$ cat src/rtl/savestate_load_fifo.sv
// Load-direction savestate buffer: packs pairs of 16-bit SD half-words (low half first)
// into 32-bit words and queues them in a show-ahead FIFO for the savestate loader.
module savestate_load_fifo #(
    parameter int DEPTH = 4
) (
    input  logic                     clk,
    input  logic                     reset_n,
    input  logic                     active,
    input  logic                     sd_buff_wr,
    input  logic [7:0]               sd_buff_addr,
    input  logic [15:0]              sd_buff_dout,
    output logic [31:0]              bus_in,
    output logic                     valid,
    input  logic                     read_en,
    output logic                     full,
    output logic                     overflow,
    output logic [$clog2(DEPTH):0]   count
);

    localparam int PW = $clog2(DEPTH);
    localparam logic [PW:0] DEPTH_C = (PW+1)'(DEPTH);

    logic [31:0]   mem_q [DEPTH];
    logic [PW-1:0] rdPtr_q, rdPtr_d;
    logic [PW-1:0] wrPtr_q, wrPtr_d;
    logic [PW:0]   count_q, count_d;
    logic          hi_q, hi_d;
    logic [15:0]   lowHalf_q, lowHalf_d;
    logic          activePrev_q;
    logic          overflow_q, overflow_d;

    logic          accepted;
    logic          activeRise;
    logic          hiEff;
    logic          pushReq;
    logic [31:0]   pushWord;
    logic          isFull;
    logic          push;
    logic          pop;
    logic          drop;

    assign accepted   = sd_buff_wr && active;
    assign activeRise = active && !activePrev_q;
    // Either edge of active, or a sector start (addr 0), realigns the packer to a low half.
    assign hiEff      = hi_q && (active == activePrev_q) && (sd_buff_addr != 8'd0);
    assign pushWord   = {sd_buff_dout, lowHalf_q};

    always_comb begin
        hi_d      = hi_q;
        lowHalf_d = lowHalf_q;
        pushReq   = 1'b0;
        if (active != activePrev_q) begin
            hi_d = 1'b0;
        end
        if (accepted) begin
            if (!hiEff) begin
                lowHalf_d = sd_buff_dout;
                hi_d      = 1'b1;
            end else begin
                pushReq = 1'b1;
                hi_d    = 1'b0;
            end
        end
    end

    assign isFull = (count_q == DEPTH_C);
    assign pop    = read_en && (count_q != '0);
    assign push   = pushReq && (!isFull || pop);
    assign drop   = pushReq && isFull && !pop;

    always_comb begin
        rdPtr_d    = rdPtr_q + PW'(pop);
        wrPtr_d    = wrPtr_q + PW'(push);
        count_d    = count_q + (PW+1)'(push) - (PW+1)'(pop);
        overflow_d = overflow_q;
        if (activeRise) begin
            overflow_d = 1'b0;
        end
        if (drop) begin
            overflow_d = 1'b1;
        end
    end

    always_ff @(posedge clk or negedge reset_n) begin
        if (!reset_n) begin
            rdPtr_q      <= '0;
            wrPtr_q      <= '0;
            count_q      <= '0;
            hi_q         <= 1'b0;
            lowHalf_q    <= '0;
            activePrev_q <= 1'b0;
            overflow_q   <= 1'b0;
        end else begin
            rdPtr_q      <= rdPtr_d;
            wrPtr_q      <= wrPtr_d;
            count_q      <= count_d;
            hi_q         <= hi_d;
            lowHalf_q    <= lowHalf_d;
            activePrev_q <= active;
            overflow_q   <= overflow_d;
        end
    end

    // Storage is not reset; valid/count guard every read of it.
    always_ff @(posedge clk) begin
        if (push) begin
            mem_q[wrPtr_q] <= pushWord;
        end
    end

    assign bus_in   = mem_q[rdPtr_q];
    assign valid    = (count_q != '0);
    assign full     = isFull;
    assign overflow = overflow_q;
    assign count    = count_q;

endmodule

$ cat config.mk
export PLATFORM = sky130hd
export DESIGN_NAME = savestate_load_fifo
export DESIGN_NICKNAME = d
export VERILOG_FILES = /design/src/rtl/savestate_load_fifo.sv
export SDC_FILE = /design/constraint.sdc
export NUM_CORES = 1
export LEC_CHECK = 0
export ABC_AREA = 1
export CORE_MARGIN = 2
export CORE_UTILIZATION = 50
export DETAILED_ROUTE_END_ITERATION = 10
export GPL_TIMING_DRIVEN = 1
export PLACE_DENSITY = 0.72
export SETUP_SLACK_MARGIN = 0.05
export SYNTH_ARGS = -nofsm -noshare
export SYNTH_HDL_FRONTEND = slang
export SYNTH_SLANG_ARGS = --single-unit
$ cat constraint.sdc
create_clock -name clk -period 3.9 [get_ports clk]
set_clock_uncertainty 0.1 [all_clocks]
set_input_delay 1.17 -clock clk [delete_from_list [all_inputs] [get_ports clk]]
set_output_delay 1.17 -clock clk [all_outputs]
set_load 0.01 [all_outputs]
==> results.json, run 1 <==
{
  "synth.top_cell.area_share": 0.6525,
  "num-fill-cells": 814,
  "setup_viol": 0,
  "area_growth_pct": 25.49,
  "leakagePower_nw": 2.670,
  "critPathKind": "flip-flop to output pin",
  "setup.worst_path.start_class": "flip-flop",
  "grt_setup_unrepaired": "false",
  "start_util": 0.5137,
  "synth_top_cell_by_area": "edfxtp_1",
  "finalCriticalPeriod_ns": 3.621,
  "cts_buffers": 17,
  "drt_iter0_markers": 261,
  "finalHoldViolations": 0,
  "dr.pass1.iters": 5,
  "grt_pass1_wl_mm": 20.00,
  "cp-end-kind": "output pin",
  "avgRoutedWirePerCell_um": 18.36,
  "ys.flop_type": "edfxtp_1",
  "synth_cell_types": 25,
  "io_pins": 67,
  "clockBufferDepth": 2,
  "post_cts_buffers": 0,
  "fin_cells": 676,
  "critPathArrivalTime_ns": 2.35,
  "root_buffer": "clkbuf_16",
  "drive_gt1_frac": 0.1069,
  "crit_buf_inv": 3,
  "gp_routability_congestion": 0.7704,
  "clkSlewWorstSetupHoldPaths_ns": 0.06,
  "synth-seq-area-share": 0.7630,
  "port_buffers": 66,
  "die-area_mm2": 0.01267,
  "clock.fmax_ghz": 0.2762,
  "core_region_area_mm2": 0.01147,
  "status": "completed",
  "routed_wl_mm": 12.41,
  "antenna_found_initial": 0,
  "synth_area_mm2": 0.005891,
  "synth-async-reset-ratio": 0.1688,
  "maxCapViolations": 0,
  "synth_seq_cells": 154,
  "gr-total-overflow": 0,
  "ir_worst_vdd_mv": 0.4120,
  "synth_area_per_cell_um2": 13.33,
  "std_cell_rows": 39,
  "vias_per_cell": 5.633,
  "seq_area_mm2": 0.004496,
  "dp_hpwl_mm": 7.530,
  "multi_input_area_mm2": 0.001250,
  "min_period_over_period": 0.9284,
  "crit_required_ns": 2.63,
  "synth_commonest_cells": "128 x edfxtp_1, 75 x nor2_1, 46 x nand2_1",
  "ant_nets": 0,
  "crit_path_max_incr_delay_ns": 0.60,
  "place_inst": 644,
  "grt.total_usage": 0.2097,
  "grt_start_max_net_pins": 66,
  "drv_slew": 0,
  "first_global_vias": 3815,
  "diodes": 0,
  "drc_errors": 0,
  "synth.top_cells.by_area": "edfxtp_1 65%, dfrtp_1 11%, nor2_1 4.8%, o21ai_0 3.8%, o22ai_1 3.4%",
  "vias": 3808,
  "critPathTopFamily": "buffers and inverters",
  "h-tree-depth": 4,
  "syn-num-nets": 476,
  "worstPathMaxFanout": 13,
  "die_h_um": 112.5,
  "clk-insertion-delay-late_ns": 0.42,
  "cts_tree": "built",
  "die_w_um": 112.5,
  "tightest_slew_ns": 0.6593,
  "final_util": 0.6446,
  "synth-edff-count": 128,
  "max-slew-margin-rel": 0.5588,
  "hold_class": "flip-flop to flip-flop",
  "setup-tns-final_ns": 0,
  "crit_slowest_cell": "clkdlybuf4s50_1",
  "crit_chain": "inv_1 -> buf_4 -> o21ai_1 -> o22ai_1 -> clkdlybuf4s50_1",
  "syn-instance-count": 442,
  "finalNetCount": 554,
  "yosysMostFrequentCell": "edfxtp_1",
  "p_per_area_mw_per_mm2": 730.0,
  "yosys_warnings": 0,
  "cts_sinks": 154
}
## cells by family after synthesis
group                    Yosys count  share of synthesized area
adder cells (fa/ha/maj)            5                    0.01190
AO/OA/AOI/OAI                     99                    0.09325
flip-flops                       154                     0.7630
AND/OR/NAND/NOR                  145                     0.1000
buffers and inverters             36                    0.02740
XOR/XNOR                           3                   0.004461
## area by class of cell
class / instances / share of cell area
sequential: 154 / 0.6082
multi-input combinational: 252 / 0.1691
timing repair buffer: 82 / 0.1095
clock buffer: 20 / 0.05907
tap: 143 / 0.02420
clock inverter: 12 / 0.02336
inverter: 13 / 0.006601
## per-stage QoR
stage	area (µm²)	worst slack, ns	power (mW)	hold WS (ns)
3_3_place_gp	6779	0.4900	3.704	0.3941
2_1_floorplan	5891	0.1552	2.893	0.3763
6_report	7392	0.2793	5.396	0.4267
5_1_grt	7392	0.1714	5.669	0.4470
3_5_place_dp	6779	0.4448	3.749	0.4212
4_1_cts	7388	0.1274	5.435	0.4327
## layer usage
metal | part of all wire | global-route usage | wire [µm] | up-vias
met2 | 0.50 | 0.3301 | 6146 | 179
met3 | 0.080 | 0.06263 | 999 | 26
li1 | - | - | - | 1757
met5 | 0 | 0 | 0 | -
met4 | 0.023 | 0.07805 | 289 | 0
met1 | 0.40 | 0.2793 | 4974 | 1846
## sequential cells by signal, indices dropped and copies added, names as in the netlist
signal / flops
rdPtr_q: 2
mem_q: 128
count: 3
lowHalf_q: 16
hi_q: 1
wrPtr_q: 2
activePrev_q: 1
overflow: 1
## power breakdown
group | leakage (nW) | internal [mW] | total [mW] | switching (mW)
combinational | 0.910 | 0.775 | 1.71 | 0.934
clock | 0.284 | 1.07 | 1.68 | 0.614
sequential | 1.48 | 1.92 | 2.01 | 0.0876
## placed cells by master (no fill, tap or decap), types with 2 or more instances in the layout
| master | count |
|---|---|
| nor2_1 | 71 |
| o22ai_1 | 32 |
| clkinv_2 | 2 |
| o21ai_1 | 20 |
| inv_2 | 2 |
| clkbuf_1 | 3 |
| nand2_2 | 2 |
| buf_12 | 2 |
| bufinv_16 | 4 |
| buf_4 | 13 |
| nor2_2 | 5 |
| nand3_1 | 17 |
| clkbuf_16 | 17 |
| clkdlybuf4s50_1 | 66 |
| ha_1 | 4 |
| nand2_1 | 46 |
| edfxtp_1 | 128 |
| dfrtp_1 | 25 |
| o21ai_0 | 45 |
| clkinvlp_4 | 4 |
| xor2_1 | 2 |
| inv_1 | 11 |
## path summary, 6_finish.rpt
kind	start	end	slack, ns	cells past startpoint
worst max-delay path	rdPtr_q[1]	bus_in[12]	0.28	5
max in group asynchronous	reset_n	rdPtr_q[0]	2.36	2
worst min-delay path	lowHalf_q[0]	mem_q[0][0]	0.43	0
worst min register to register	lowHalf_q[0]	mem_q[0][0]	0.43	0
worst max register to register	activePrev_q	mem_q[2][19]	1.74	7
min in group asynchronous	reset_n	count[2]	1.04	2
## timing repair
| action | in CTS | in global routing |
|---|---|---|
| setup endpoints to repair | 0 | 1 |
| hold buffers | 0 | 0 |
| endpoints found under the hold margin | 0 | 0 |
| gates resized for setup | 0 | 1 |
Note: power is estimated with default switching activity, not from simulation.
==> inputs of run 2 (changes only) <==
--- a/config.mk
+++ b/config.mk
@@ -11,6 +11,7 @@
 export DETAILED_ROUTE_END_ITERATION = 10
 export GPL_TIMING_DRIVEN = 1
 export PLACE_DENSITY = 0.72
+export REMOVE_ABC_BUFFERS = 1
 export SETUP_SLACK_MARGIN = 0.05
 export SYNTH_ARGS = -nofsm -noshare
 export SYNTH_HDL_FRONTEND = slang
==> run 2 against run 1 <==
  * Register-to-register slack got worse by 0.15 ns
  * Flip-flop and latch count unchanged
  * Die area unchanged
  * Core utilization increased by 0.40 points
  * Final area increased by 0.63%
  * Non-clock buffer count increased by 5
  * Critical path depth decreased by 1
  * Cell count increased by 0.74%
  * Global-route usage increased by 0.27 points
  * Via count decreased by 0.68%
  * Worst setup slack got worse by 0.066 ns
  * Highest routed layer is now met5
==> results.json, run 2 (synthesis results as in run 1) <==
{
  "status": "completed",
  "seq_area_mm2": 0.004496,
  "cts_sinks": 154,
  "critPathKind": "flip-flop to output pin",
  "gr-total-overflow": 0,
  "port_buffers": 66,
  "p_per_area_mw_per_mm2": 726.9,
  "ctsHoldBuffers": 0,
  "vias_per_cell": 5.554,
  "hold_class": "flip-flop to flip-flop",
  "tightest_slew_ns": 0.6407,
  "critPathArrivalTime_ns": 2.42,
  "antenna_found_initial": 1,
  "ctsResizeCount": 0,
  "dr.pass1.iters": 5,
  "routed_wl_mm": 12.44,
  "setup-tns-final_ns": 0,
  "largest_reg_flops": 128,
  "ant_nets": 0,
  "worstPathMaxFanout": 65,
  "finalNetCount": 559,
  "start_util": 0.5137,
  "die_h_um": 112.5,
  "drt_iter0_markers": 342,
  "critPathTopFamily": "buffers and inverters",
  "clkSlewWorstSetupHoldPaths_ns": 0.06,
  "max-slew-margin-rel": 0.5728,
  "layout_common_cells": "128 x edfxtp_1, 71 x nor2_1, 66 x clkdlybuf4s50_1, 46 x nand2_1, 45 x o21ai_0",
  "first_global_vias": 3917,
  "grt.total_usage": 0.2124,
  "grt_pass1_wl_mm": 20.16,
  "std_cell_rows": 39,
  "cp-end-kind": "output pin",
  "ir_worst_vdd_mv": 0.4816,
  "clock.fmax_ghz": 0.2713,
  "avgRoutedWirePerCell_um": 18.27,
  "diodes": 0,
  "core_region_area_mm2": 0.01147,
  "finalHoldViolations": 0,
  "crit_buf_inv": 2,
  "crit_required_ns": 2.63,
  "grt_start_max_net_pins": 66,
  "crit_chain": "buf_4 -> o21ai_0 -> o22ai_1 -> clkdlybuf4s50_1",
  "drc_errors": 0,
  "dp_hpwl_mm": 7.376,
  "leakagePower_nw": 2.700,
  "vias": 3782,
  "layout_commonest_cell": "edfxtp_1",
  "die-area_mm2": 0.01267,
  "h-tree-depth": 4,
  "final_util": 0.6487,
  "drive_gt1_frac": 0.1152,
  "clk-insertion-delay-late_ns": 0.42,
  "finalCriticalPeriod_ns": 3.686,
  "total_power_mw": 5.407,
  "regMostFlops": "mem_q",
  "min_period_over_period": 0.9452,
  "die_w_um": 112.5,
  "gp_routability_congestion": 0.7680,
  "cts_tree": "built",
  "post_cts_buffers": 0,
  "maxCapViolations": 0,
  "clockBufferDepth": 2,
  "area_growth_pct": 26.27,
  "num-fill-cells": 835,
  "io_pins": 67,
  "multi_input_area_mm2": 0.001265,
  "cts_buffers": 17,
  "setup_viol": 0,
  "setup.worst_path.start_class": "flip-flop",
  "crit_slowest_cell": "clkdlybuf4s50_1",
  "root_buffer": "clkbuf_16",
  "crit_path_max_incr_delay_ns": 0.61,
  "drv_slew": 0,
  "grt_setup_unrepaired": "false"
}
-- run 2: final timing paths --
path                       cells past startpoint          from            end  slack [ns]
setup / recovery                               4    rdPtr_q[0]      bus_in[0]        0.21
hold / removal                                 0  lowHalf_q[5]    mem_q[0][5]        0.42
setup reg to reg                               7  activePrev_q    mem_q[3][9]        1.59
hold reg to reg                                0  lowHalf_q[5]    mem_q[0][5]        0.42
max in group asynchronous                      2       reset_n     rdPtr_q[0]        2.36
min in group asynchronous                      2       reset_n  lowHalf_q[10]        1.03
-- run 2: stage by stage --
step | instance area [µm²] | setup WS (ns) | hold slack [ns] | instances
after floorplan | 5778 | 0.1423 | 0.3763 | 419
after global placement | 6819 | 0.3548 | 0.3905 | 649
after detailed placement | 6819 | 0.3185 | 0.4095 | 649
after CTS | 7438 | 0.1931 | 0.4216 | 681
after global routing | 7438 | 0.06267 | 0.4466 | 681
final | 7438 | 0.2136 | 0.4226 | 681
-- run 2: layout make-up --
class                           count  share of cell area
Timing Repair Buffer               87              0.1117
Clock inverter                     11             0.02271
Multi-Input combinational cell    252              0.1701
Clock buffer                       21             0.06056
Tap cell                          143             0.02405
Inverter                           13            0.006560
Sequential cell                   154              0.6044
-- run 2: routing by layer --
| metal | vias to the layer above | global-route usage | part of all wire |
|---|---|---|---|
| li1 | 1766 | - | - |
| met1 | 1868 | 0.2747 | 0.42 |
| met2 | 126 | 0.3449 | 0.50 |
| met3 | 20 | 0.06425 | 0.065 |
| met4 | 2 | 0.07398 | 0.013 |
| met5 | - | 0 | 0.0014 |
-- run 2: power breakdown --
group          leakage (nW)  switching (mW)  internal, mW  total, mW
combinational         0.933           0.929         0.775       1.70
clock                 0.291           0.617          1.09       1.70
sequential             1.48          0.0820          1.92       2.00
